## src/rtl/ctrl_gen_pkg.sv

```systemverilog
// Shared opcode constants, state encoding and helpers for the ctrl_gen host command controller.
package ctrl_gen_pkg;

  localparam logic [2:0] OUT_DATA1 = 3'd0;
  localparam logic [2:0] OUT_DATA2 = 3'd1;
  localparam logic [2:0] OUT_RES   = 3'd2;
  localparam logic [2:0] OUT_CFG   = 3'd3;
  localparam logic [2:0] OUT_START = 3'd4;
  localparam logic [2:0] OUT_STOP  = 3'd5;
  localparam logic [2:0] OUT_SYNC  = 3'd6;
  localparam logic [2:0] NO_OP     = 3'd7;

  localparam logic [7:0] BCAST_ADDR = 8'hFF;

  typedef enum logic [7:0] {
    S_IDLE     = 8'd0,
    S_OPCODE   = 8'd1,
    S_DECODE   = 8'd2,
    S_DATA     = 8'd3,
    S_CHECK    = 8'd4,
    S_STALL    = 8'd5,
    S_ACC      = 8'd6,
    S_SEND     = 8'd7,
    S_SEND_GAP = 8'd8,
    S_DONE     = 8'd9
  } state_t;

  function automatic int unsigned max3(input int unsigned a, input int unsigned b,
                                       input int unsigned c);
    int unsigned m;
    m = (a > b) ? a : b;
    return (m > c) ? m : c;
  endfunction

  function automatic logic is_data_op(input logic [2:0] opc);
    return (opc == OUT_DATA1) || (opc == OUT_DATA2);
  endfunction

endpackage

```

## src/rtl/ctrl_gen_timer.sv

```systemverilog
// Loadable down-counter shared by the stall, accumulate, inter-byte timeout and TX busy-wait phases.
module ctrl_gen_timer #(
  parameter int unsigned W = 10
) (
  input  logic         clk,
  input  logic         rst,
  input  logic         load,
  input  logic         clr_en,
  input  logic         in,
  input  logic [W-1:0] load_val,
  output logic         expired
);

  logic [W-1:0] count_q, count_d;

  always_comb begin
    count_d = count_q;
    if (load || (clr_en && in)) begin
      count_d = load_val;
    end else if (count_q != '0) begin
      count_d = count_q - W'(1);
    end
  end

  always_ff @(posedge clk) begin
    if (rst) begin
      count_q <= '0;
    end else begin
      count_q <= count_d;
    end
  end

  assign expired = (count_q == '0);

endmodule

```

## src/rtl/ctrl_gen.sv

```systemverilog
// Host command controller: parses UART frames (address, opcode, payload) and sequences array send/acc/readback.
// Optional trailing XOR checksum byte per frame is enabled by defining CTRL_CHECKSUM_EN.
module ctrl_gen
  import ctrl_gen_pkg::*;
#(
  parameter logic [7:0]  NODE_ADDR    = 8'h00,
  parameter int unsigned DATA_BYTES   = 4,
  parameter int unsigned RES_BYTES    = 16,
  parameter int unsigned STALL_CYCLES = 16,
  parameter int unsigned ACC_CYCLES   = 128,
  parameter int unsigned TIMEOUT      = 1024,
  localparam int unsigned SEL_W       = $clog2(RES_BYTES)
) (
  input  logic             clk,
  input  logic             rst,
  input  logic [7:0]       data_in,
  input  logic             in,
  input  logic             busy,
  output logic             get,
  output logic [7:0]       status,
  output logic [2:0]       op,
  output logic [SEL_W-1:0] sel,
  output logic             acc,
  output logic             clear,
  output logic             out,
  output logic             send,
  output logic             err,
  output logic             addr_hit
);

  localparam int unsigned TMAX  = max3(STALL_CYCLES, ACC_CYCLES, TIMEOUT);
  localparam int unsigned TW    = (TMAX > 1) ? $clog2(TMAX) : 1;
  localparam int unsigned CNT_W = (DATA_BYTES > 1) ? $clog2(DATA_BYTES) : 1;

  state_t           state_q, state_d;
  logic [2:0]       op_q, op_d;
  logic [SEL_W-1:0] sel_q, sel_d;
  logic [CNT_W-1:0] cnt_q, cnt_d;
  logic             addr_hit_q, addr_hit_d;
  logic             err_q, err_d;
  logic             acc_q, acc_d;
  logic             clear_q, clear_d;
  logic             out_q, out_d;
  logic             send_q, send_d;
`ifdef CTRL_CHECKSUM_EN
  logic [7:0]       xsum_q, xsum_d;
`endif

  logic          exec_ctrl;
  logic          t_load, t_clr_en, t_expired;
  logic [TW-1:0] t_val;

  ctrl_gen_timer #(.W(TW)) u_timer (
    .clk      (clk),
    .rst      (rst),
    .load     (t_load),
    .clr_en   (t_clr_en),
    .in       (in),
    .load_val (t_val),
    .expired  (t_expired)
  );

  always_comb begin
    state_d    = state_q;
    op_d       = op_q;
    sel_d      = sel_q;
    cnt_d      = cnt_q;
    addr_hit_d = addr_hit_q;
    err_d      = err_q;
    clear_d    = 1'b0;
    out_d      = 1'b0;
    send_d     = 1'b0;
`ifdef CTRL_CHECKSUM_EN
    xsum_d     = xsum_q;
`endif
    exec_ctrl  = 1'b0;
    t_load     = 1'b0;
    t_clr_en   = 1'b0;
    t_val      = TW'(TIMEOUT - 1);

    unique case (state_q)
      S_IDLE: begin
        t_clr_en = 1'b1;
        if (in) begin
          addr_hit_d = (data_in == NODE_ADDR) || (data_in == BCAST_ADDR);
          state_d    = S_OPCODE;
`ifdef CTRL_CHECKSUM_EN
          xsum_d     = data_in;
`endif
        end
      end

      S_OPCODE: begin
        t_clr_en = 1'b1;
        if (in) begin
          if (data_in[7:3] != '0) begin
            err_d   = 1'b1;
            state_d = S_IDLE;
          end else begin
            op_d    = data_in[2:0];
            state_d = S_DECODE;
`ifdef CTRL_CHECKSUM_EN
            xsum_d  = xsum_q ^ data_in;
`endif
          end
        end else if (t_expired) begin
          err_d   = 1'b1;
          state_d = S_IDLE;
        end
      end

      S_DECODE: begin
        if (is_data_op(op_q)) begin
          cnt_d   = '0;
          t_load  = 1'b1;
          state_d = S_DATA;
        end else begin
`ifdef CTRL_CHECKSUM_EN
          t_load  = 1'b1;
          state_d = S_CHECK;
`else
          exec_ctrl = 1'b1;
`endif
        end
      end

      S_DATA: begin
        t_clr_en = 1'b1;
        if (in) begin
          cnt_d = cnt_q + CNT_W'(1);
`ifdef CTRL_CHECKSUM_EN
          xsum_d = xsum_q ^ data_in;
`endif
          if (cnt_q == CNT_W'(DATA_BYTES - 1)) begin
`ifdef CTRL_CHECKSUM_EN
            state_d = S_CHECK;
`else
            send_d  = addr_hit_q;
            state_d = S_IDLE;
`endif
          end
        end else if (t_expired) begin
          err_d   = 1'b1;
          state_d = S_IDLE;
        end
      end

`ifdef CTRL_CHECKSUM_EN
      S_CHECK: begin
        t_clr_en = 1'b1;
        if (in) begin
          if (data_in != xsum_q) begin
            err_d   = 1'b1;
            state_d = S_IDLE;
          end else if (is_data_op(op_q)) begin
            send_d  = addr_hit_q;
            state_d = S_IDLE;
          end else begin
            exec_ctrl = 1'b1;
          end
        end else if (t_expired) begin
          err_d   = 1'b1;
          state_d = S_IDLE;
        end
      end
`endif

      S_STALL: begin
        if (t_expired) begin
          send_d  = 1'b1;
          t_load  = 1'b1;
          t_val   = TW'(ACC_CYCLES - 1);
          state_d = S_ACC;
        end
      end

      S_ACC: begin
        if (t_expired) begin
          sel_d   = '0;
          t_load  = 1'b1;
          state_d = S_SEND;
        end
      end

      S_SEND: begin
        if (!busy) begin
          out_d   = 1'b1;
          state_d = S_SEND_GAP;
        end else if (t_expired) begin
          err_d   = 1'b1;
          clear_d = 1'b1;
          sel_d   = '0;
          state_d = S_IDLE;
        end
      end

      S_SEND_GAP: begin
        if (sel_q == SEL_W'(RES_BYTES - 1)) begin
          state_d = S_DONE;
        end else begin
          sel_d   = sel_q + SEL_W'(1);
          t_load  = 1'b1;
          state_d = S_SEND;
        end
      end

      S_DONE: begin
        clear_d = 1'b1;
        sel_d   = '0;
        state_d = S_IDLE;
      end

      default: state_d = S_IDLE;
    endcase

    // Control-op dispatch is shared by DECODE (plain frames) and CHECK (checksummed frames).
    if (exec_ctrl) begin
      state_d = S_IDLE;
      if (op_q == OUT_RES) begin
        if (addr_hit_q) begin
          t_load  = 1'b1;
          t_val   = TW'(STALL_CYCLES - 1);
          state_d = S_STALL;
        end
      end else begin
        send_d = addr_hit_q;
        if ((op_q == NO_OP) && addr_hit_q) begin
          err_d = 1'b0;
        end
      end
    end

    acc_d = (state_d == S_ACC);
  end

  always_ff @(posedge clk) begin
    if (rst) begin
      state_q    <= S_IDLE;
      op_q       <= '0;
      sel_q      <= '0;
      cnt_q      <= '0;
      addr_hit_q <= 1'b0;
      err_q      <= 1'b0;
      acc_q      <= 1'b0;
      clear_q    <= 1'b0;
      out_q      <= 1'b0;
      send_q     <= 1'b0;
`ifdef CTRL_CHECKSUM_EN
      xsum_q     <= '0;
`endif
    end else begin
      state_q    <= state_d;
      op_q       <= op_d;
      sel_q      <= sel_d;
      cnt_q      <= cnt_d;
      addr_hit_q <= addr_hit_d;
      err_q      <= err_d;
      acc_q      <= acc_d;
      clear_q    <= clear_d;
      out_q      <= out_d;
      send_q     <= send_d;
`ifdef CTRL_CHECKSUM_EN
      xsum_q     <= xsum_d;
`endif
    end
  end

  assign get      = in;
  assign status   = state_q;
  assign op       = op_q;
  assign sel      = sel_q;
  assign acc      = acc_q;
  assign clear    = clear_q;
  assign out      = out_q;
  assign send     = send_q;
  assign err      = err_q;
  assign addr_hit = addr_hit_q;

endmodule

```

## config.mk

```make
export PLATFORM = sky130hd
export DESIGN_NAME = ctrl_gen
export DESIGN_NICKNAME = d
export VERILOG_FILES = /design/src/rtl/ctrl_gen_pkg.sv /design/src/rtl/ctrl_gen_timer.sv /design/src/rtl/ctrl_gen.sv
export SDC_FILE = /design/constraint.sdc
export NUM_CORES = 1
export LEC_CHECK = 0
export BUFFER_PORTS_ARGS = -buffer_cell sky130_fd_sc_hd__buf_2
export CORE_UTILIZATION = 30
export DETAILED_ROUTE_END_ITERATION = 8
export PLACE_DENSITY_LB_ADDON = 0.08
export SLEW_MARGIN = 30
export SYNTH_ARGS = -nofsm -noshare
export SYNTH_HDL_FRONTEND = slang
export SYNTH_SLANG_ARGS = --single-unit
```

## constraint.sdc

```tcl
create_clock -name clk -period 5.7 [get_ports clk]
set_clock_uncertainty 0.2 [all_clocks]
set_input_delay 1.14 -clock clk [delete_from_list [all_inputs] [get_ports clk]]
set_output_delay 1.14 -clock clk [all_outputs]
set_load 0.01 [all_outputs]
```

After elaboration in Yosys (flattened, before gate mapping)
Cells that the tools add are included.
Operators by class
  $add $sub $neg: 3
  reduce and logical (&&, ||, !) cells: 21
  bitwise operators: 2
  multiplexer cells: 56
  equal/unequal tests: 19
Operators with widths (count)
  two-way mux 8 bit: 10
  two-way mux 10 bit: 7
  one-hot mux 8 bit (8 select lines): 1
  == test 8 x 3 -> 1 bit (second input constant): 4
  two-way mux 1 bit: 23
  == test 8 x 2 -> 1 bit (second input constant): 2
  == test 8 x 4 -> 1 bit (second input constant): 2
  logical NOT 8 bit: 2
  two-way mux 4 bit: 4
  one-hot mux 4 bit (4 select lines): 1
  logical NOT 10 bit: 1
  nonzero test 10 bit: 1
  subtractor 10 x 1 -> 10 bit (second input constant): 1
  AND reduction 3 bit: 3
  == test 8 x 1 -> 1 bit (second input constant): 1
  == test 8 bit (second input constant): 1
  != test 2 bit (second input constant): 4
  two-way mux 2 bit: 3
  two-way mux 3 bit: 2
  one-hot mux 1 bit (3 select lines): 2
  nonzero test 5 bit: 1
  adder 4 x 1 -> 4 bit (second input constant): 1
  == test 4 bit (second input constant): 1
  one-hot mux 1 bit (2 select lines): 2
  15 further kinds: 21
Word-level totals
  input bits: 12
  bits in registers: 33

Logic depth before layout (Yosys ltp)
Gate-level depths: netlist (run 1).
  word-level depth: 9
  mapped depth: 8

Hierarchy
A second synthesis (run 1) with hierarchy kept.
Unflattened totals
  cell total of the unflattened synthesis: 246
  area total of the unflattened synthesis: 2035.7 um^2
By module, submodules not included
  ctrl_gen: sequential area each 460.4 um^2, times used 1, cells an instance 173, area an instance 1407.6 um^2
  ctrl_gen_timer: sequential area each 200.2 um^2, times used 1, cells an instance 73, area an instance 628.1 um^2

Worst setup path before layout (run 1)
OpenSTA, ideal clock, no wires.
  kind: input -> output
  start point: input port in
  end point: output port get
  cell stages on the path: 1
  data required time: 4360 ps
  data arrival time: 1259 ps
  setup slack: 3101 ps
  cells stage by stage: buf_4
RTL lines
  from (decl): RTL line ctrl_gen.sv:17  | input logic in,
  to (decl): RTL line ctrl_gen.sv:19  | output logic get,
No word-level cell between the ends.

Worst setup path after layout (run 1)
  start point: register state_q[5] (netlist: status[5])
  end point: register acc_q (netlist: acc)
Between the ends
  cells in the longest elaborated chain, start to end: 5
  elaborated cells between the ends (all ways): 21
  classes of those cells: eq/ne (8); mux (12); reduce/logical (1)
Ends and longest elaborated chain
  from (decl): RTL line ctrl_gen.sv:35  | state_t state_q, state_d;
  from (signal assigned): RTL line ctrl_gen.sv:252  | state_q <= state_d;
  two-way mux 8 bit, on equally long branches
  two-way mux 8 bit, on equally long branches: RTL line ctrl_gen.sv:186, ctrl_gen.sv:95, ctrl_gen.sv:129
  one-hot mux 8 bit (8 select lines): RTL line ctrl_gen.sv:81  | unique case (state_q)
  two-way mux 8 bit (*): RTL line ctrl_gen.sv:217  | if (exec_ctrl) begin
  == test 8 x 3 -> 1 bit (*): RTL line ctrl_gen.sv:233  | acc_d = (state_d == S_ACC);
  to (signal assigned): RTL line ctrl_gen.sv:244  | acc_q <= 1'b0;
  to (signal assigned): RTL line ctrl_gen.sv:258  | acc_q <= acc_d;
  to (decl): RTL line ctrl_gen.sv:41  | logic acc_q, acc_d;
Every way passes the cells marked *; elsewhere a longest branch is shown, timed or not.
A chain may end at the register's enable or synchronous reset.

==> results of run 1 <==
-- registers in the layout (all words and copies together) (netlist names) --
register	cells
clear	1
op	3
u_timer.count_q	10
send	1
err	1
sel	4
acc	1
status	8
addr_hit	1
cnt_q	2
out	1
-- cell usage after synthesis (2+ instances only) --
master,number
a22oi_1,2
nand4_1,3
a41oi_1,2
a311oi_1,2
nor3b_1,2
xnor2_1,3
nor3_1,9
clkbuf_1,7
a31oi_1,2
nand2b_1,5
nor4_1,8
inv_1,5
nor2_1,24
xor2_1,4
a21oi_2,3
or4_1,2
o21ai_0,10
nand2_1,22
o32ai_1,2
nor2b_1,4
dfxtp_1,33
mux2i_1,6
o211ai_1,2
a21oi_1,10
or4_4,2
ha_1,4
a211oi_2,2
nand3_1,7
o41ai_1,2
-- how the worst min path moves through the flow --
stage	startpoint	end	cells after the start
2_1_floorplan	cnt_q[0]$_SDFFE_PP0P_	cnt_q[0]$_SDFFE_PP0P_	2
3_3_place_gp	sel[3]$_SDFFE_PP0P_	sel[3]$_SDFFE_PP0P_	2
3_5_place_dp	sel[3]$_SDFFE_PP0P_	sel[3]$_SDFFE_PP0P_	2
4_1_cts	sel[3]$_SDFFE_PP0P_	sel[3]$_SDFFE_PP0P_	2
5_1_grt	cnt_q[0]$_SDFFE_PP0P_	cnt_q[0]$_SDFFE_PP0P_	2
6_report	cnt_q[0]$_SDFFE_PP0P_	cnt_q[0]$_SDFFE_PP0P_	2
-- kinds of logic (layout without fill, tap and decap cells) --
family	count (synthesis)	count (layout)	share of synthesized area (%)
AND/OR/NAND/NOR	98	98	29.9
AO/OA/AOI/OAI	45	45	18.1
flip-flops	33	33	38.0
buffers and inverters	14	46	3.24
XOR/XNOR	7	7	3.53
multiplexers	7	7	4.11
adder cells (fa/ha/maj)	4	4	2.88
other	1	4	0.216
-- tightest hold or removal path, delay by kind of cell, from the launching register on --
kind           cells  cell delay, ns
flip-flops         1            0.32
AO/OA/AOI/OAI      2            0.15
-- per-layer routing --
metal  part of all wire (%)  GRT usage [%]  up-vias
met3                    5.8           3.95        8
li1                       -              -      828
met5                      0              0        -
met1                     50           19.9      710
met2                     43           23.2       41
met4                    1.4           5.74        0
-- final cells by class --
cell class | count | area, µm²
clock buffers | 6 | 72.6
clock inverters | 2 | 10.0
fillers | 601 | 3490
inverters | 5 | 18.8
multi-input cells | 165 | 1030
flip-flops and latches | 33 | 661
well taps | 72 | 90.1
repair buffers | 33 | 165
-- power groups by stage --
| stage | logic (W) | registers (W) | clock network [W] |
|---|---|---|---|
| global route | 0.000232 | 0.000288 | 0.000188 |
| finish | 0.000205 | 0.000284 | 0.000168 |
| CTS | 0.000205 | 0.000283 | 0.000177 |
| floorplan | 0.000168 | 0.000284 | 0 |
| global placement | 0.000207 | 0.000289 | 0 |
| detailed placement | 0.000203 | 0.000288 | 0 |
-- through the flow --
stage | power (W) | area [µm²] | util, % | cells | setup slack (ns)
floorplan | 0.000452 | 1750 | - | 212 | 3.10
global placement | 0.000496 | 1970 | 35.5 | 308 | 2.85
detailed placement | 0.000492 | 1970 | 35.5 | 308 | 2.89
CTS | 0.000665 | 2050 | 37.0 | 316 | 2.86
global route | 0.000708 | 2050 | 37.0 | 316 | 2.68
finish | 0.000656 | 2050 | 37.0 | 316 | 2.90
==> flow_summary_export.csv, run 1 <==
group,metric,value,unit
floorplanning,boundaryPins,34,
synth,synth_top_area_share,38.0,%
route,vias,1587,
grt,gr-usage-all-layers,15.0,%
synth,synth_area,0.00174,mm²
critical_path,cp.required,5.72,ns
power,ir_worst_vdd,0.115,mV
critical_path,path_cells,"or4_4 -> nor3_1 -> nand2_1 -> nor4_1 -> nor3b_1 -> nor3b_2",
clock_network,cts_tree,"done",
sta,rsz0062_at_grt,"no",
worst_hold_path,min_path_type,"register to register",
final_layout,area_growth,17.9,%
final_layout,final_nets,259,
power,clkPwrFrac,25.6,%
critical_path,crit_type,"register to register",
synth,ys_ff_latch,33,
power,p_int,0.000426,W
critical_path,critPathTopFamily,"simple AND/OR/NAND/NOR gates",
synth,synth_edf_count,0,
floorplanning,rows,27,
critical_path,worstPathArrival,2.82,ns
critical_path,path_buf_inv,0,
final_layout,layout_common_cells,"dfxtp_1, buf_2, nor2_1",
placement,gp_congestion,0.785,
sta,slew_viol_final,0,
clock_network,cts_htree_levels,2,
route,drc_errors,0,
critical_path,crit_fanout,13,
clock_network,clk_path_buf_depth,2,
synth,yosysWarnings,0,
route,vias_per_cell,5.02,
grt,grt_max_degree,29,
route,wl_per_cell,13.8,µm
placement,io_buffers,33,
critical_path,r2r_end,"acc$_SDFF_PP0_",
power,p_sw_share,35.1,%
sta,fin_tns_setup,0,ns
synth,synthCells,209,
sta,period_share,49.1,%
floorplanning,die_h,78.1,µm
floorplanning,dieWidth,78.1,µm
sta,final_hold_viol_count,0,
critical_path,endpoint_kind,"register",
synth,syn_avg_cell_area,8.31,µm²
sta,max_slew.worst_pin.slew,0.715,ns
final_layout,drive_gt1_share,21.3,%
floorplanning,start_util,31.3,%
power,power_switching,0.000230,W
synth,yosysSeqAreaShare,38.0,%
grt,grt_pass1_wl,7.17,mm
grt,antenna_found_initial,0,
placement,hpwl,3.13,mm
clock_network,hold_buffers,0,
clock_network,clock_latency,0.28,ns
critical_path,crit_path_start_kind,"register",
status,status,"finished, final reports clean",
power,pwr-share-comb,31.2,%
final_layout,num_antenna_cells,0,
grt,grt_overflow_total,0,
clock_network,cts_resized,0,
route,dr.pass1.iters,5,
floorplanning,coreArea,0.00554,mm²
clock_network,post_cts_buffers,0,
power,leakagePower,0.838,nW
floorplanning,dieArea,0.00610,mm²
power,power_density,320,mW/mm²
synth,yosysTopAreaCell,"dfxtp_1",
critical_path,cp_num_cells,6,
route,drtAntennaViolNets,0,
synth,synthFlopType,"dfxtp_1",
run,maxCapViolations,0,
sta,fmax,357,MHz
power,seqPwrFrac,43.2,%
clock_network,cts.sinks,33,
critical_path,cp_slowest_cell,"or4_4",
critical_path,endpoint,"acc$_SDFF_PP0_",
sta,max_slew_margin,52.0,%
synth,synth_cell_types,49,
route,wl,4.35,mm
sta,min_period,2.80,ns
sta,whs,0.315,ns
sta,final-setup-viol-count,0,
critical_path,slowest_delay,0.64,ns
route,first_iter_violations,59,
critical_path,rr_worst_depth,6,
clock_network,cts-root-buf,"clkbuf_8",
clock_network,cts_buffers,5,
grt,grt_pass1_vias,1486,
synth,synth_area_leaders,"dfxtp_1, nor2_1, nand2_1, mux2i_1, a21oi_1",
critical_path,rrSetupSlack,2.90,ns
synth,async_flop_share,0,%
critical_path,reg2reg_from,"status[5]$_SDFF_PP0_",
critical_path,startpoint,"status[5]$_SDFF_PP0_",
clock_network,clk_pin_slew,0.06,ns
No activity file was read; power rests on OpenSTA's default activity.
==> run 2, diff against run 1 <==
==> constraint.sdc (replaced) <==
create_clock -name clk -period 2.4 [get_ports clk]
set_clock_uncertainty 0.2 [all_clocks]
set_input_delay 0.48 -clock clk [delete_from_list [all_inputs] [get_ports clk]]
set_output_delay 0.48 -clock clk [all_outputs]
set_load 0.01 [all_outputs]
==> flow_summary_export.csv, run 2 (synthesis gave the netlist of run 1 again) <==
group,metric,value,unit
sta,period_share,99.3,%
critical_path,crit_path_start_kind,"register",
power,power_density,728,mW/mm²
critical_path,endpoint_kind,"register",
sta,final_hold_viol_count,0,
sta,slew_viol_final,0,
floorplanning,start_util,31.3,%
final_layout,fill_cells,618,
sta,final-setup-viol-count,0,
final_layout,largest_register_ff_count,10,
final_layout,final_nets,281,
final_layout,multi_input_area,0.00108,mm²
floorplanning,die_h,78.1,µm
sta,max_slew_margin,65.4,%
final_layout,seqCellArea,661,µm²
final_layout,area_growth,30.4,%
final_layout,num_antenna_cells,0,
route,wl_per_cell,13.5,µm
clock_network,cts.sinks,33,
power,ir_worst_vdd,0.315,mV
power,leakagePower,0.955,nW
clock_network,cts_tree,"done",
route,wl,4.54,mm
placement,hpwl,3.37,mm
grt,antenna_found_initial,0,
route,dr.pass1.iters,4,
placement,placedCellCount,329,
clock_network,cts-root-buf,"clkbuf_8",
final_layout,postLayoutCoreUtil,40.9,%
clock_network,clk_pin_slew,0.06,ns
clock_network,cts_htree_levels,2,
placement,gp_congestion,0.758,
floorplanning,coreArea,0.00554,mm²
critical_path,cp.required,2.42,ns
critical_path,worstPathArrival,2.40,ns
sta,rsz0062_at_grt,"yes",
run,maxCapViolations,0,
critical_path,cp_slowest_cell,"or4_4",
critical_path,crit_type,"register to register",
final_layout,layout_common_cells,"dfxtp_1, buf_2, nor2_1",
route,vias_per_cell,4.90,
grt,grt_pass1_wl,7.55,mm
route,drc_errors,0,
clock_network,clk_path_buf_depth,2,
final_layout,largest_register,"u_timer.count_q",
grt,grt_pass1_vias,1552,
grt,gr-usage-all-layers,15.8,%
placement,io_buffers,33,
status,status,"finished, final reports clean",
critical_path,cpMostUsedCell,"or4_4",
final_layout,drive_gt1_share,29.8,%
floorplanning,boundaryPins,34,
clock_network,cts_buffers,5,
route,vias,1652,
grt,grt_max_degree,28,
sta,whs,0.259,ns
floorplanning,dieArea,0.00610,mm²
critical_path,slowest_delay,0.54,ns
floorplanning,rows,27,
route,drtAntennaViolNets,0,
sta,min_period,2.38,ns
route,first_iter_violations,70,
worst_hold_path,min_path_type,"input port to register",
floorplanning,dieWidth,78.1,µm
clock_network,clock_latency,0.28,ns
critical_path,crit_fanout,4,
sta,max_slew.worst_pin.slew,0.512,ns
critical_path,path_cells,"or4_4 -> or4_4 -> nor2b_4 -> a211oi_4 -> or3_4 -> a21oi_2",
final_layout,stdcell_count,337,
grt,grt_overflow_total,0,
clock_network,hold_buffers,0,
sta,fmax,420,MHz
## run 2: cell type report
class	instances	area share (%)
multi-input combinational	165	47.6
timing repair buffer	55	14.6
tap	72	3.98
sequential	33	29.2
clock buffer	7	3.81
inverter	5	0.829
## run 2: what timing repair did
item,in CTS,in global routing
resized for setup,0,9
setup buffers,0,2
endpoints found under the setup margin,0,8
## run 2: per-layer routing
| metal | vias up | global-route usage (%) | share of wire (%) |
|---|---|---|---|
| met3 | 6 | 3.37 | 4.1 |
| li1 | 860 | - | - |
| met2 | 31 | 24.7 | 43 |
| met4 | 0 | 6.11 | 1.5 |
| met1 | 755 | 21.3 | 51 |
| met5 | - | 0 | 0 |
## run 2: path summary, 6_finish.rpt
kind                          from                               to  slack [ns]  cells after the start
min reg2reg  cnt_q[0]$_SDFFE_PP0P_            cnt_q[0]$_SDFFE_PP0P_        0.32                      2
max reg2reg   status[5]$_SDFF_PP0_  u_timer.count_q[9]$_SDFFE_PP0P_        0.02                      6
min                           busy                   out$_SDFF_PP0_        0.26                      2
max           status[5]$_SDFF_PP0_  u_timer.count_q[9]$_SDFFE_PP0P_        0.02                      6
## run 2: report_power, final
group          switching, W  leakage (nW)  internal [W]
clock              0.000194        0.0443      0.000227
sequential        0.0000616         0.269      0.000612
combinational      0.000310         0.642      0.000244
## run 2: metrics by stage
step / cell area [µm²] / setup slack (ns) / total power [W] / setup TNS (ns)
floorplan: 1750 / 0.0178 / 0.00107 / 0
global placement: 2120 / 0.0491 / 0.00122 / 0
detailed placement: 2120 / 0.0430 / 0.00122 / 0
CTS: 2210 / 0.0124 / 0.00165 / 0
global route: 2260 / -0.0704 / 0.00178 / -0.136
finish: 2260 / 0.0178 / 0.00165 / 0
## run 2: worst max-delay path, delay by kind of cell, from the launching register on
family / cells / cell delay, ns
simple gates: 4 / 1.63
flops: 1 / 0.31
compound gates: 2 / 0.19
